==> src/rtl/cpu_pkg.sv <==
// Shared definitions for the scalar+vector CPU: control-word bit positions,
// ALU opcode enums and datapath widths.
package cpu_pkg;

  localparam int XLEN      = 16;
  localparam int VLEN      = 128;
  localparam int REG_IDX_W = 5;
  localparam int CTRL_W    = 20;
  localparam int ALU_OP_W  = 5;

  localparam int CW_WRE        = 19;
  localparam int CW_VWRE       = 18;
  localparam int CW_WMEM_A     = 17;
  localparam int CW_WMEM_B     = 16;
  localparam int CW_SEL_WB_HI  = 15;
  localparam int CW_SEL_WB_LO  = 14;
  localparam int CW_SEL_WBV_HI = 13;
  localparam int CW_SEL_WBV_LO = 12;
  localparam int CW_ALUOP_HI   = 11;
  localparam int CW_ALUOP_LO   = 7;
  localparam int CW_VALUOP_HI  = 6;
  localparam int CW_VALUOP_LO  = 2;
  localparam int CW_LOAD       = 1;

  typedef enum logic [ALU_OP_W-1:0] {
    ALU_ZERO  = 5'd0,
    ALU_ADD   = 5'd1,
    ALU_SUB   = 5'd2,
    ALU_MUL   = 5'd3,
    ALU_AND   = 5'd4,
    ALU_OR    = 5'd5,
    ALU_XOR   = 5'd6,
    ALU_SLL   = 5'd7,
    ALU_SRL   = 5'd8,
    ALU_PASSA = 5'd9,
    ALU_PASSB = 5'd10,
    ALU_SLTU  = 5'd11
  } alu_op_e;

  typedef enum logic [ALU_OP_W-1:0] {
    VALU_ZERO  = 5'd0,
    VALU_ADD   = 5'd1,
    VALU_SUB   = 5'd2,
    VALU_XOR   = 5'd3,
    VALU_AND   = 5'd4,
    VALU_OR    = 5'd5,
    VALU_SLL   = 5'd6,
    VALU_SRL   = 5'd7,
    VALU_ROTL  = 5'd8,
    VALU_ROTR  = 5'd9,
    VALU_PASSA = 5'd10,
    VALU_PASSB = 5'd11
  } valu_op_e;

endpackage

==> src/rtl/valu_lane8.sv <==
// One 8-bit vector lane operator; lanes are fully independent (no carries).
module valu_lane8
  import cpu_pkg::*;
(
  input  logic [ALU_OP_W-1:0] op,
  input  logic [7:0]          a,
  input  logic [7:0]          b,
  output logic [7:0]          y
);

  logic [2:0] sh;
  assign sh = b[2:0];

  always_comb begin
    y = 8'd0;
    case (op)
      VALU_ADD:   y = a + b;
      VALU_SUB:   y = a - b;
      VALU_XOR:   y = a ^ b;
      VALU_AND:   y = a & b;
      VALU_OR:    y = a | b;
      VALU_SLL:   y = a << sh;
      VALU_SRL:   y = a >> sh;
      // A shift by 8 clears an 8-bit value, so sh == 0 degenerates to a plain copy.
      VALU_ROTL:  y = (a << sh) | (a >> (4'd8 - {1'b0, sh}));
      VALU_ROTR:  y = (a >> sh) | (a << (4'd8 - {1'b0, sh}));
      VALU_PASSA: y = a;
      VALU_PASSB: y = b;
      default:    y = 8'd0;
    endcase
  end

endmodule

==> src/rtl/decode_execute_stage.sv <==
// Decode/Execute pipeline register with the execute-stage scalar ALU and
// LANES-wide vector ALU. Vector datapath is built only when VECTOR_ALU_EN is defined.
module decode_execute_stage
  import cpu_pkg::*;
#(
  parameter int LANES = 16
) (
  input  logic                   clk,
  input  logic                   reset,
  input  logic [CTRL_W-1:0]      nop_mux_output_in,
  input  logic [XLEN-1:0]        srcA_in,
  input  logic [XLEN-1:0]        srcB_in,
  input  logic [8*LANES-1:0]     srcA_vector_in,
  input  logic [8*LANES-1:0]     srcB_vector_in,
  input  logic [REG_IDX_W-1:0]   rs1_decode,
  input  logic [REG_IDX_W-1:0]   rs2_decode,
  input  logic [REG_IDX_W-1:0]   rd_decode,
  input  logic [XLEN-1:0]        alu_src_A,
  input  logic [XLEN-1:0]        alu_src_B,
  output logic                   wre_execute,
  output logic                   vector_wre_execute,
  output logic                   write_memory_enable_a_execute,
  output logic                   write_memory_enable_b_execute,
  output logic [1:0]             select_writeback_data_mux_execute,
  output logic [1:0]             select_writeback_vector_data_mux_execute,
  output logic [ALU_OP_W-1:0]    aluOp_execute,
  output logic [ALU_OP_W-1:0]    aluVectorOp_execute,
  output logic                   load_instruction,
  output logic [XLEN-1:0]        srcA_out,
  output logic [XLEN-1:0]        srcB_out,
  output logic [8*LANES-1:0]     srcA_vector_out,
  output logic [8*LANES-1:0]     srcB_vector_out,
  output logic [REG_IDX_W-1:0]   rs1_execute,
  output logic [REG_IDX_W-1:0]   rs2_execute,
  output logic [REG_IDX_W-1:0]   rd_execute,
  output logic [XLEN-1:0]        alu_result_execute,
  output logic [8*LANES-1:0]     alu_vector_result_execute
);

  localparam int VW = 8 * LANES;

  // Bit 0 of the control word is reserved and deliberately not stored.
  logic [CTRL_W-1:1]    ctrl_p1;
  logic [XLEN-1:0]      srca_p1, srcb_p1;
  logic [REG_IDX_W-1:0] rs1_p1, rs2_p1, rd_p1;

  // ---- Decode -> Execute boundary ----
  always_ff @(posedge clk) begin
    if (reset) begin
      ctrl_p1 <= '0;
      srca_p1 <= '0;
      srcb_p1 <= '0;
      rs1_p1  <= '0;
      rs2_p1  <= '0;
      rd_p1   <= '0;
    end else begin
      ctrl_p1 <= nop_mux_output_in[CTRL_W-1:1];
      srca_p1 <= srcA_in;
      srcb_p1 <= srcB_in;
      rs1_p1  <= rs1_decode;
      rs2_p1  <= rs2_decode;
      rd_p1   <= rd_decode;
    end
  end

  assign wre_execute                              = ctrl_p1[CW_WRE];
  assign write_memory_enable_a_execute            = ctrl_p1[CW_WMEM_A];
  assign select_writeback_data_mux_execute        = ctrl_p1[CW_SEL_WB_HI:CW_SEL_WB_LO];
  assign select_writeback_vector_data_mux_execute = ctrl_p1[CW_SEL_WBV_HI:CW_SEL_WBV_LO];
  assign aluOp_execute                            = ctrl_p1[CW_ALUOP_HI:CW_ALUOP_LO];
  assign load_instruction                         = ctrl_p1[CW_LOAD];
  assign srcA_out                                 = srca_p1;
  assign srcB_out                                 = srcb_p1;
  assign rs1_execute                              = rs1_p1;
  assign rs2_execute                              = rs2_p1;
  assign rd_execute                               = rd_p1;

  // ---- Execute: scalar ALU on the forwarded operands (low byte only) ----
  logic [XLEN-1:0] a16, b16;
  assign a16 = {8'd0, alu_src_A[7:0]};
  assign b16 = {8'd0, alu_src_B[7:0]};

  always_comb begin
    alu_result_execute = '0;
    case (aluOp_execute)
      ALU_ADD:   alu_result_execute = a16 + b16;
      ALU_SUB:   alu_result_execute = a16 - b16;
      ALU_MUL:   alu_result_execute = a16 * b16;
      ALU_AND:   alu_result_execute = a16 & b16;
      ALU_OR:    alu_result_execute = a16 | b16;
      ALU_XOR:   alu_result_execute = a16 ^ b16;
      ALU_SLL:   alu_result_execute = a16 << b16[2:0];
      ALU_SRL:   alu_result_execute = a16 >> b16[2:0];
      ALU_PASSA: alu_result_execute = a16;
      ALU_PASSB: alu_result_execute = b16;
      ALU_SLTU:  alu_result_execute = {15'd0, (a16 < b16)};
      default:   alu_result_execute = '0;
    endcase
  end

`ifdef VECTOR_ALU_EN
  logic [VW-1:0] srca_vec_p1, srcb_vec_p1;
  logic [VW-1:0] vres;

  always_ff @(posedge clk) begin
    if (reset) begin
      srca_vec_p1 <= '0;
      srcb_vec_p1 <= '0;
    end else begin
      srca_vec_p1 <= srcA_vector_in;
      srcb_vec_p1 <= srcB_vector_in;
    end
  end

  for (genvar i = 0; i < LANES; i++) begin : g_lane
    valu_lane8 u_lane (
      .op (ctrl_p1[CW_VALUOP_HI:CW_VALUOP_LO]),
      .a  (srca_vec_p1[8*i +: 8]),
      .b  (srcb_vec_p1[8*i +: 8]),
      .y  (vres[8*i +: 8])
    );
  end

  assign vector_wre_execute            = ctrl_p1[CW_VWRE];
  assign write_memory_enable_b_execute = ctrl_p1[CW_WMEM_B];
  assign aluVectorOp_execute           = ctrl_p1[CW_VALUOP_HI:CW_VALUOP_LO];
  assign srcA_vector_out               = srca_vec_p1;
  assign srcB_vector_out               = srcb_vec_p1;
  assign alu_vector_result_execute     = vres;

  logic unused_bits;
  assign unused_bits = ^{nop_mux_output_in[0], alu_src_A[15:8], alu_src_B[15:8]};
`else
  // Scalar-only build: vector side reads as permanently idle.
  assign vector_wre_execute            = 1'b0;
  assign write_memory_enable_b_execute = 1'b0;
  assign aluVectorOp_execute           = ctrl_p1[CW_VALUOP_HI:CW_VALUOP_LO];
  assign srcA_vector_out               = '0;
  assign srcB_vector_out               = '0;
  assign alu_vector_result_execute     = '0;

  logic unused_bits;
  assign unused_bits = ^{nop_mux_output_in[0], alu_src_A[15:8], alu_src_B[15:8],
                         srcA_vector_in, srcB_vector_in,
                         ctrl_p1[CW_VWRE], ctrl_p1[CW_WMEM_B]};
`endif

endmodule

==> config.mk <==
export PLATFORM = sky130hd
export DESIGN_NAME = decode_execute_stage
export DESIGN_NICKNAME = d
export VERILOG_FILES = /design/src/rtl/cpu_pkg.sv /design/src/rtl/valu_lane8.sv /design/src/rtl/decode_execute_stage.sv
export SDC_FILE = /design/constraint.sdc
export NUM_CORES = 1
export LEC_CHECK = 0
export BUFFER_PORTS_ARGS = -buffer_cell sky130_fd_sc_hd__clkbuf_2
export CELL_PAD_IN_SITES_DETAIL_PLACEMENT = 2
export CELL_PAD_IN_SITES_GLOBAL_PLACEMENT = 2
export CORE_AREA = 2 2 323 325
export DETAILED_ROUTE_END_ITERATION = 16
export DIE_AREA = 0 0 325 327
export PLACE_DENSITY = 0.53
export SLEW_MARGIN = 20
export SYNTH_ARGS = -nofsm -noshare
export SYNTH_HDL_FRONTEND = slang
export SYNTH_SLANG_ARGS = --single-unit
==> constraint.sdc <==
create_clock -name clk -period 11.4 [get_ports clk]
set_input_delay 1.14 -clock clk [delete_from_list [all_inputs] [get_ports clk]]
set_output_delay 1.14 -clock clk [all_outputs]
set_load 0.02 [all_outputs]
==> flow_summary.ini, run 1 <==
[run_status]
outcome = finished, final reports clean

[setup_path]
crit_path_frequent_cell = inv_1
worst-path-max-fanout = 10
path_cells = clkbuf_2 > inv_1 > nor2_1 > fa_1 > inv_1 > fa_1 > inv_1 > fa_1 > inv_1 > fa_1 > inv_1 > ha_1 > o21ai_0 > nor2_1 > o221ai_1 > o21ai_0 > xnor2_1 > o21ai_0 > clkbuf_2
cp-end-kind = output pin
crit_arrival_ns = 6.17
path_buf_inv = 7
crit_path_start = alu_src_A[5]
crit_family = adder cells
critPathCapture = alu_result_execute[15]
cp.required_ns = 10.26
crit_cells = 19
critPathKind = in2out
start_kind = input pin
cp_slowest_cell = fa_1
slowest_delay_ns = 0.55

[final_layout]
post-route-util_pct = 9.51
multiInputGateArea_um2 = 5300
nNetsFinal = 1637
syn2layout_area_growth_pct = 15.5
layout-drive-gt1-share_pct = 16.9
regArea_um2 = 1280
fin_area_um2 = 9790
fillers = 12400

[cts]
cts_made_buffers = 9
cts_setup_buffers = 0
ctsRootBufferMaster = clkbuf_16
clkSinkCount = 64
hold_buffers = 0
cts_resized = 0
path_clk_slew_ns = 0.06
cts_tree = built
cts_max_level = 3
cts_buffer_depth = 2

[sta]
slew_viol_final = 0
period_share_pct = 64.1
hold_viol = 0
grt_setup_unrepaired = false
slew_headroom_pct = 31.8
tightest_slew_ns = 1.01
setup_viol = 0
period_needed_ns = 7.31
setup_tns_ns = 0
fmax_ghz = 0.137

[die]
die-area_um2 = 106000
die_x_um = 325
fp-row-count = 118
start_util_pct = 8.24
die_h_um = 327
pin_count = 823
core_um2 = 103000

[synth]
synthCells = 1037
ys_ff_latch = 64
synth_compound_area_share_pct = 10.5
async_flop_share_pct = 0
syn_area_um2 = 8480
avgSynthCellArea_um2 = 8.18
yosysUniqueCellTypes = 64
synth_top_family_by_area = buffers and inverters
synth_warnings = 0
synth-main-ff-cell = dfxtp_1
synth-edff-count = 0
synthXorXnorAreaFrac_pct = 1.14
synthAdderAreaFrac_pct = 18.0
synthMuxAreaShare_pct = 2.13
ys_seq_area_share_pct = 15.1
synth-simple-area-share_pct = 13.7

[route]
vias = 6261
drt_first_pass_iters = 6
drc_errors = 0
drtIter0Drc = 208
ant_nets = 0
via_per_inst = 2.44
routedWlPerCell_um = 12.0
drt_wl_total_mm = 30.8

[global_routing]
grt_overflow = 0
grt_first_pass_wirelength_mm = 43.7
antenna_found_initial = 3
grt_pass1_vias = 6523
track_usage_pct = 5.52
grt_max_degree = 65

[placement]
port_buffers = 161
dp_hpwl_mm = 26.1
place_congestion = 0.759
dpl_cell_area_um2 = 9460

[pwr]
vdd_ir_drop_max_mv = 0.0597
power_density_nw_per_um2 = 114
leakage_uw = 0.00468

[flow_run]
drv_cap = 0

[hold_path]
hold_class = in2reg
min_from = rs1_decode[4]
cells by family (layout without fill, tap and decap cells):
group | count (synthesis) | in the layout
AOI/OAI and AO/OA | 119 | 119
xor gates and xnor gates | 11 | 11
adders and majority gates | 99 | 99
buffers and inverters | 502 | 266
DFF | 64 | 64
muxes | 13 | 13
other | 1 | 387
and+or+nand+nor | 228 | 228
cell type report:
cell class	count	share of cell area (%)
multi-input cells	856	54.1
well taps	1380	17.6
flip-flops and latches	64	13.1
repair buffers	164	8.46
inverters	86	3.30
clock buffers	9	2.30
clock inverters	7	1.05
diodes	1	0.0256
synth_stat cells (all sizes together), types with 2 or more instances:
cell type	instances	share of area (%)
a221o	3	0.35
o21a	2	0.18
buf	392	35
or3b	2	0.24
a221oi	10	1.0
nand3	5	0.30
xor2	4	0.41
dfxtp	64	15
nor3	13	0.77
nand4	4	0.30
mux4	4	1.1
o21bai	3	0.27
and3	3	0.28
mux2i	9	1.1
nor2b	68	5.0
ha	61	9.0
o21ba	2	0.24
a211oi	5	0.44
a21oi	23	1.4
nand3b	3	0.27
a2111oi	2	0.43
a222oi	3	0.35
o21ai	26	1.6
o221a	4	0.53
fa	38	9.0
inv	85	3.8
a22oi	5	0.44
or2	2	0.15
a21o	7	0.62
nand2	45	2.0
nor2	68	3.2
o311ai	3	0.52
o221ai	8	0.83
a211o	2	0.21
o22ai	5	0.37
nand2b	6	0.44
or3	6	0.44
xnor2	7	0.72
clkbuf	24	1.1
worst min-delay path by stage:
| stage | to | depth (start not counted) |
|---|---|---|
| after global routing | rs2_execute[4] | 2 |
| after global placement | srcB_out[2] | 2 |
| after detailed placement | rs1_execute[4] | 2 |
| after CTS | srcB_out[1] | 2 |
| final | rs1_execute[4] | 2 |
| after floorplan | ctrl_p1[10] | 1 |
layer usage:
layer	GRT usage (%)	wire length [um]	share of wire, %
met1	7.16	13800	45
met2	9.39	14600	47
met3	1.19	2160	7.0
met4	1.07	255	0.83
met5	0	13	0.042
report_power, final:
part           leakage (uW)  internal, uW  total (uW)  switching [uW]
clock              0.000157           194         309             115
sequential         0.000533           236         244            8.37
combinational       0.00399           164         558             394
total               0.00468           594        1110             518
sequential cells by signal, summed over array words and instances, names as in the netlist:
name,flops
rs1_execute,5
rd_execute,5
ctrl_p1,17
rs2_execute,5
srcB_out,16
srcA_out,16
through the flow:
step / setup slack (ns) / instances / hold slack [ns] / power (uW)
finish: 4.09 / 2567 / 1.01 / 1110
global route: 3.73 / 2566 / 1.00 / 1210
CTS: 3.96 / 2566 / 0.981 / 1140
detailed placement: 3.97 / 2550 / 1.36 / 809
global placement: 4.02 / 2550 / 1.35 / 805
floorplan: 5.03 / 1422 / 1.27 / 753
cells in the final DEF (no fill, tap or decap), types with 3 or more instances in the layout:
cell	synthesis	layout
xnor2_1	7	7
nand2_1	45	45
a222oi_1	3	3
o21ai_0	23	23
fa_1	38	38
nand3_1	5	5
nor2b_1	68	68
a22oi_1	5	5
clkbuf_2	0	161
clkbuf_16	0	9
a211oi_1	5	5
dfxtp_1	64	64
mux2i_1	9	9
o221ai_1	8	8
conb_1	1	386
or3_1	6	6
o22ai_1	5	5
mux4_2	4	4
a221oi_1	10	10
nand3b_1	3	3
nand4_1	4	4
buf_4	386	3
nand2b_1	6	6
ha_1	61	61
nor3_1	13	12
o21bai_1	3	3
o221a_2	3	3
inv_1	84	84
a221o_1	3	3
a21oi_1	22	22
a21o_1	7	7
xor2_1	4	4
nor2_1	67	67
No activity file was read; power rests on OpenSTA's default activity.
==> run 2, diff against run 1 <==
--- a/config.mk
+++ b/config.mk
@@ -5,13 +5,14 @@
 export SDC_FILE = /design/constraint.sdc
 export NUM_CORES = 1
 export LEC_CHECK = 0
+export ABC_AREA = 1
 export BUFFER_PORTS_ARGS = -buffer_cell sky130_fd_sc_hd__clkbuf_2
 export CELL_PAD_IN_SITES_DETAIL_PLACEMENT = 2
 export CELL_PAD_IN_SITES_GLOBAL_PLACEMENT = 2
-export CORE_AREA = 2 2 323 325
+export CORE_AREA = 2 2 318 320
 export DETAILED_ROUTE_END_ITERATION = 16
-export DIE_AREA = 0 0 325 327
-export PLACE_DENSITY = 0.53
+export DIE_AREA = 0 0 320 322
+export PLACE_DENSITY = 0.58
 export SLEW_MARGIN = 20
 export SYNTH_ARGS = -nofsm -noshare
 export SYNTH_HDL_FRONTEND = slang
==> constraint.sdc (replaced) <==
create_clock -name clk -period 7.2 [get_ports clk]
set_input_delay 0.72 -clock clk [delete_from_list [all_inputs] [get_ports clk]]
set_output_delay 0.72 -clock clk [all_outputs]
set_load 0.02 [all_outputs]
==> run 2 against run 1 <==
- critical path depth rose by 2
- combinational power rose by 70%
- count of clock-buffer cells in the layout rose by 2
- highest routed layer is now met4
- global-route usage rose by 0.75 points
- routed wire length rose by 9.6%
- critical path type unchanged
- synthesized cell count rose by 34%
==> flow_summary.ini, run 2 <==
[placement]
place_congestion = 0.760
pre_cts_ws_ns = 1.40
port_buffers = 161
dp_hpwl_mm = 29.3

[route]
routedWlPerCell_um = 11.9
drt_first_pass_iters = 4
drtIter0Drc = 172
drt_wl_total_mm = 33.8
vias = 7564
via_per_inst = 2.67
ant_nets = 0
drc_errors = 0

[synth]
async_flop_share_pct = 0
ys_top_cells_by_area = buf_4, dfxtp_1, nand2_1
ys_seq_area_share_pct = 13.8
synth_top_cells_by_count = buf_4, nand2_1, inv_1
yosysUniqueCellTypes = 41
syn_area_um2 = 9320
synth-edff-count = 0
ys_ff_latch = 64
synth_warnings = 0
yosysTopAreaCellShare_pct = 31.3
avgSynthCellArea_um2 = 6.69
synth_top_area_cell = buf_4
synth-main-ff-cell = dfxtp_1
synthCells = 1392
yosysMostFrequentCell = buf_4

[setup_path]
start_kind = input pin
cp-end-kind = output pin
worst-path-max-fanout = 12
crit_arrival_ns = 5.06
cp.required_ns = 6.48
critPathKind = in2out

[die]
core_um2 = 99600
die_h_um = 322
die-area_um2 = 103000
fp-row-count = 116
pin_count = 823
die_x_um = 320
start_util_pct = 9.36

[pwr]
power_density_nw_per_um2 = 170
vdd_ir_drop_max_mv = 0.178
leakage_uw = 0.00596

[sta]
tightest_slew_ns = 0.871
fmax_ghz = 0.173
period_share_pct = 80.2
slew_viol_final = 0
setup_tns_ns = 0
hold_viol = 0
setup_ws_ns = 1.42
setup_viol = 0
period_needed_ns = 5.78
slew_headroom_pct = 41.8
grt_setup_unrepaired = false

[cts]
clkSinkCount = 64
cts_setup_buffers = 0
cts_max_level = 3
cts_resized = 0
cts_buffer_depth = 2
hold_buffers = 0
ctsRootBufferMaster = clkbuf_16
cts_made_buffers = 9
path_clk_slew_ns = 0.06
cts_tree = built

[final_layout]
layout-drive-gt1-share_pct = 13.3
largest_reg_flops = 17
fillers = 12200
final_cell_mix = conb_1, nand2_1, inv_1
final_common_cell = conb_1
syn2layout_area_growth_pct = 11.9
regMostFlops = ctrl_p1
regArea_um2 = 1280
multiInputGateArea_um2 = 5440
nNetsFinal = 1986

[hold_path]
min_from = nop_mux_output_in[5]
hold_class = in2reg
whs_path_depth = 3
holdPathEnd = ctrl_p1[5]

[global_routing]
grtUsageMet2_pct = 10.7
antenna_found_initial = 6
grt_first_pass_wirelength_mm = 48.6
track_usage_pct = 6.26
grt_pass1_vias = 7901
grt_util_met1_pct = 8.19
grtUsageMet3_pct = 0.956
busiest_layer = met2
grt_max_degree = 65
grt_overflow = 0

[run_status]
outcome = finished, final reports clean

[flow_run]
drv_cap = 0
[run 2: worst max-delay path: stages]
cell      delay [ns]
clkbuf_2        0.35
ha_1            0.28
inv_1           0.11
fa_1            0.49
inv_1           0.04
ha_1            0.27
inv_1           0.08
fa_1            0.44
fa_1            0.54
inv_1           0.04
ha_1            0.37
nand2_1         0.07
nand2_1         0.09
inv_1           0.06
nand2_1         0.14
nand2_1         0.07
nand3_1         0.16
nand2_1         0.08
nor2_1          0.19
nand3_1         0.22
clkbuf_2        0.22
[run 2: area by class of cell]
| cell class | instances | share of cell area, % |
|---|---|---|
| Antenna cell | 2 | 0.0480 |
| Timing Repair Buffer | 162 | 7.80 |
| Sequential cell | 64 | 12.3 |
| Inverter | 250 | 9.21 |
| Tap cell | 1298 | 15.6 |
| Multi-Input combinational cell | 1043 | 52.2 |
| Clock inverter | 5 | 0.540 |
| Clock buffer | 11 | 2.33 |
[run 2: stage by stage]
step | utilization, % | hold slack (ns) | std cells | total power (uW) | instance area [um^2]
final | 10.5 | 0.563 | 2835 | 1780 | 10400
after global placement | 10.2 | 0.913 | 2817 | 1340 | 10100
after CTS | 10.5 | 0.545 | 2833 | 1820 | 10400
after floorplan | - | 0.827 | 1777 | 1260 | 10800
after global routing | 10.5 | 0.565 | 2833 | 1950 | 10400
after detailed placement | 10.2 | 0.920 | 2817 | 1360 | 10100
[run 2: layer usage]
| layer | wire length (um) | vias to the layer above |
|---|---|---|
| met4 | 374 | 0 |
| li1 | - | 3632 |
| met3 | 2190 | 11 |
| met2 | 16100 | 342 |
| met1 | 15100 | 3579 |
| met5 | 0 | - |
[run 2: logic make-up (layout without fill, tap and decap cells)]
| logic type | after synthesis | in the layout | share of synthesized area (%) |
|---|---|---|---|
| xor gates and xnor gates | 2 | 2 | 0.188 |
| other | 1 | 388 | 0.0403 |
| AOI/OAI and AO/OA | 46 | 46 | 2.86 |
| DFF | 64 | 64 | 13.8 |
| buffers and inverters | 670 | 428 | 43.3 |
| and+or+nand+nor | 510 | 510 | 23.5 |
| adders and majority gates | 99 | 99 | 16.4 |
[run 2: where the power goes]
part           internal, uW  leakage [uW]  total (uW)  switching (uW)
clock                   277      0.000146         441             164
sequential              374      0.000533         387            13.3
combinational           256       0.00528         948             692
total                   906       0.00596        1780             870
[run 2: worst max-delay path by stage]
stage / from / end / slack (ns) / cells after the start
after floorplan: alu_src_B[6] / alu_result_execute[13] / 2.21 / 16
after global placement: alu_src_B[2] / alu_result_execute[6] / 1.41 / 18
after detailed placement: alu_src_A[3] / alu_result_execute[7] / 1.40 / 21
after CTS: alu_src_A[3] / alu_result_execute[7] / 1.39 / 21
after global routing: alu_src_A[1] / alu_result_execute[7] / 1.17 / 18
final: alu_src_A[3] / alu_result_execute[7] / 1.42 / 21
==> run 3, diff against run 2 <==
==> constraint.sdc (replaced) <==
create_clock -name clk -period 5.32 [get_ports clk]
set_input_delay 0.532 -clock clk [delete_from_list [all_inputs] [get_ports clk]]
set_output_delay 0.532 -clock clk [all_outputs]
set_load 0.02 [all_outputs]
==> run 3 against run 2 <==
- critical path depth fell by 2
- largest power group unchanged
- die area did not move
- critical path type unchanged
- final area rose by 2.6%
- total power rose by 40%
- via count rose by 1.9%
- sequential power rose by 35%
==> flow_summary.ini, run 3 (synthesis results as in run 2) <==
[run_status]
outcome = finished, final reports clean

[pwr]
power_density_nw_per_um2 = 232
vdd_ir_drop_max_mv = 0.179
leakage_uw = 0.00613

[cts]
cts_tree = built
cts_setup_buffers = 0
cts_resized = 0
cts_made_buffers = 9
clkSinkCount = 64
path_clk_slew_ns = 0.06
cts_buffer_depth = 2
ctsRootBufferMaster = clkbuf_16
hold_buffers = 0
cts_max_level = 3

[route]
vias = 7711
routedWlPerCell_um = 12.0
via_per_inst = 2.69
drt_wl_total_mm = 34.5
drt_first_pass_iters = 4
drc_errors = 0
drtIter0Drc = 187
wl_met2_mm = 16.5
top_layer = met5
wl_met3_mm = 2.07
ant_nets = 0
wl_met1_mm = 15.5

[global_routing]
grt_pass1_vias = 7954
grt_max_degree = 65
grt_first_pass_wirelength_mm = 49.2
grt_overflow = 0
antenna_found_initial = 7
track_usage_pct = 6.37

[final_layout]
layout-drive-gt1-share_pct = 15.1
multiInputGateArea_um2 = 5450
regMostFlops = ctrl_p1
fin_cells = 2862
syn2layout_area_growth_pct = 14.8
diodes = 0
final_cell_mix = conb_1, nand2_1, inv_1
fillers = 12200
nNetsFinal = 2015
regArea_um2 = 1280
largest_reg_flops = 17
final_common_cell = conb_1

[flow_run]
drv_cap = 0

[sta]
fmax_ghz = 0.196
setup_tns_ns = 0
grt_setup_unrepaired = false
period_needed_ns = 5.09
slew_headroom_pct = 48.7
setup_viol = 0
tightest_slew_ns = 0.768
slew_viol_final = 0
timing.hold.ws_ns = 0.377
period_share_pct = 95.7
hold_viol = 0

[setup_path]
cp.required_ns = 4.79
cp_slowest_cell = fa_1
slowest_delay_ns = 0.53
critPathKind = in2out
crit_path_frequent_cell = inv_1
start_kind = input pin
cp-end-kind = output pin
crit_arrival_ns = 4.56
worst-path-max-fanout = 7
path_cells = clkbuf_2 > buf_12 > nand2_1 > inv_1 > fa_1 > inv_1 > fa_1 > inv_1 > fa_1 > inv_1 > fa_1 > inv_1 > ha_1 > nand3b_1 > nand3_1 > nand2_1 > nor2_1 > nand3_2 > clkbuf_2

[die]
die_x_um = 320
start_util_pct = 9.36
pin_count = 823
core_um2 = 99600
die-area_um2 = 103000
die_h_um = 322
fp-row-count = 116

[placement]
dp_hpwl_mm = 30.5
placedCellCount = 2846
port_buffers = 161
place_congestion = 0.758

[hold_path]
hold_class = in2reg
## run 3: changes by cell type in the layout (fill, tap and decap cells not counted), moves of 2 or more
cell	previous run	this run
diode_2	2	0
clkbuf_2	161	158
buf_4	1	28
buf_12	0	2
buf_2	0	2
## run 3: routing by layer
metal  up-vias  GRT usage [%]
li1       3688              -
met1      3667           8.21
met2       336           11.0
met3        18           1.00
met4         2           1.63
met5         -              0
## run 3: final cells by class
cell class	instances	area share, %
tap	1298	15.2
clock inverter	6	0.772
multi-input combinational	1043	51.0
clock buffer	10	2.23
sequential	64	12.0
inverter	250	8.97
timing repair buffer	191	9.90
## run 3: path summary, 6_finish.rpt
kind / from / end / slack, ns / depth (start not counted)
max: alu_src_B[3] / alu_result_execute[7] / 0.23 / 19
min: rs2_decode[2] / rs2_execute[2] / 0.38 / 3
## run 3: report_power, final
group          switching (uW)  internal (uW)
combinational             942            380
clock                     221            420
sequential               17.5            506
## run 3: through the flow
step | power, uW | area (um^2) | worst slack, ns | util (%)
6_report | 2490 | 10700 | 0.228 | 10.7
4_1_cts | 2540 | 10700 | 0.0481 | 10.7
3_5_place_dp | 1870 | 10400 | 0.0545 | 10.4
2_1_floorplan | 1700 | 10800 | 0.703 | -
5_1_grt | 2730 | 10700 | 0.00402 | 10.7
3_3_place_gp | 1860 | 10400 | 0.0747 | 10.4
## run 3: critical path, delay by kind of cell
kind	cells	cell delay, ns
simple gates	6	0.94
fa+ha+maj	5	2.33
buf+inv	8	0.76
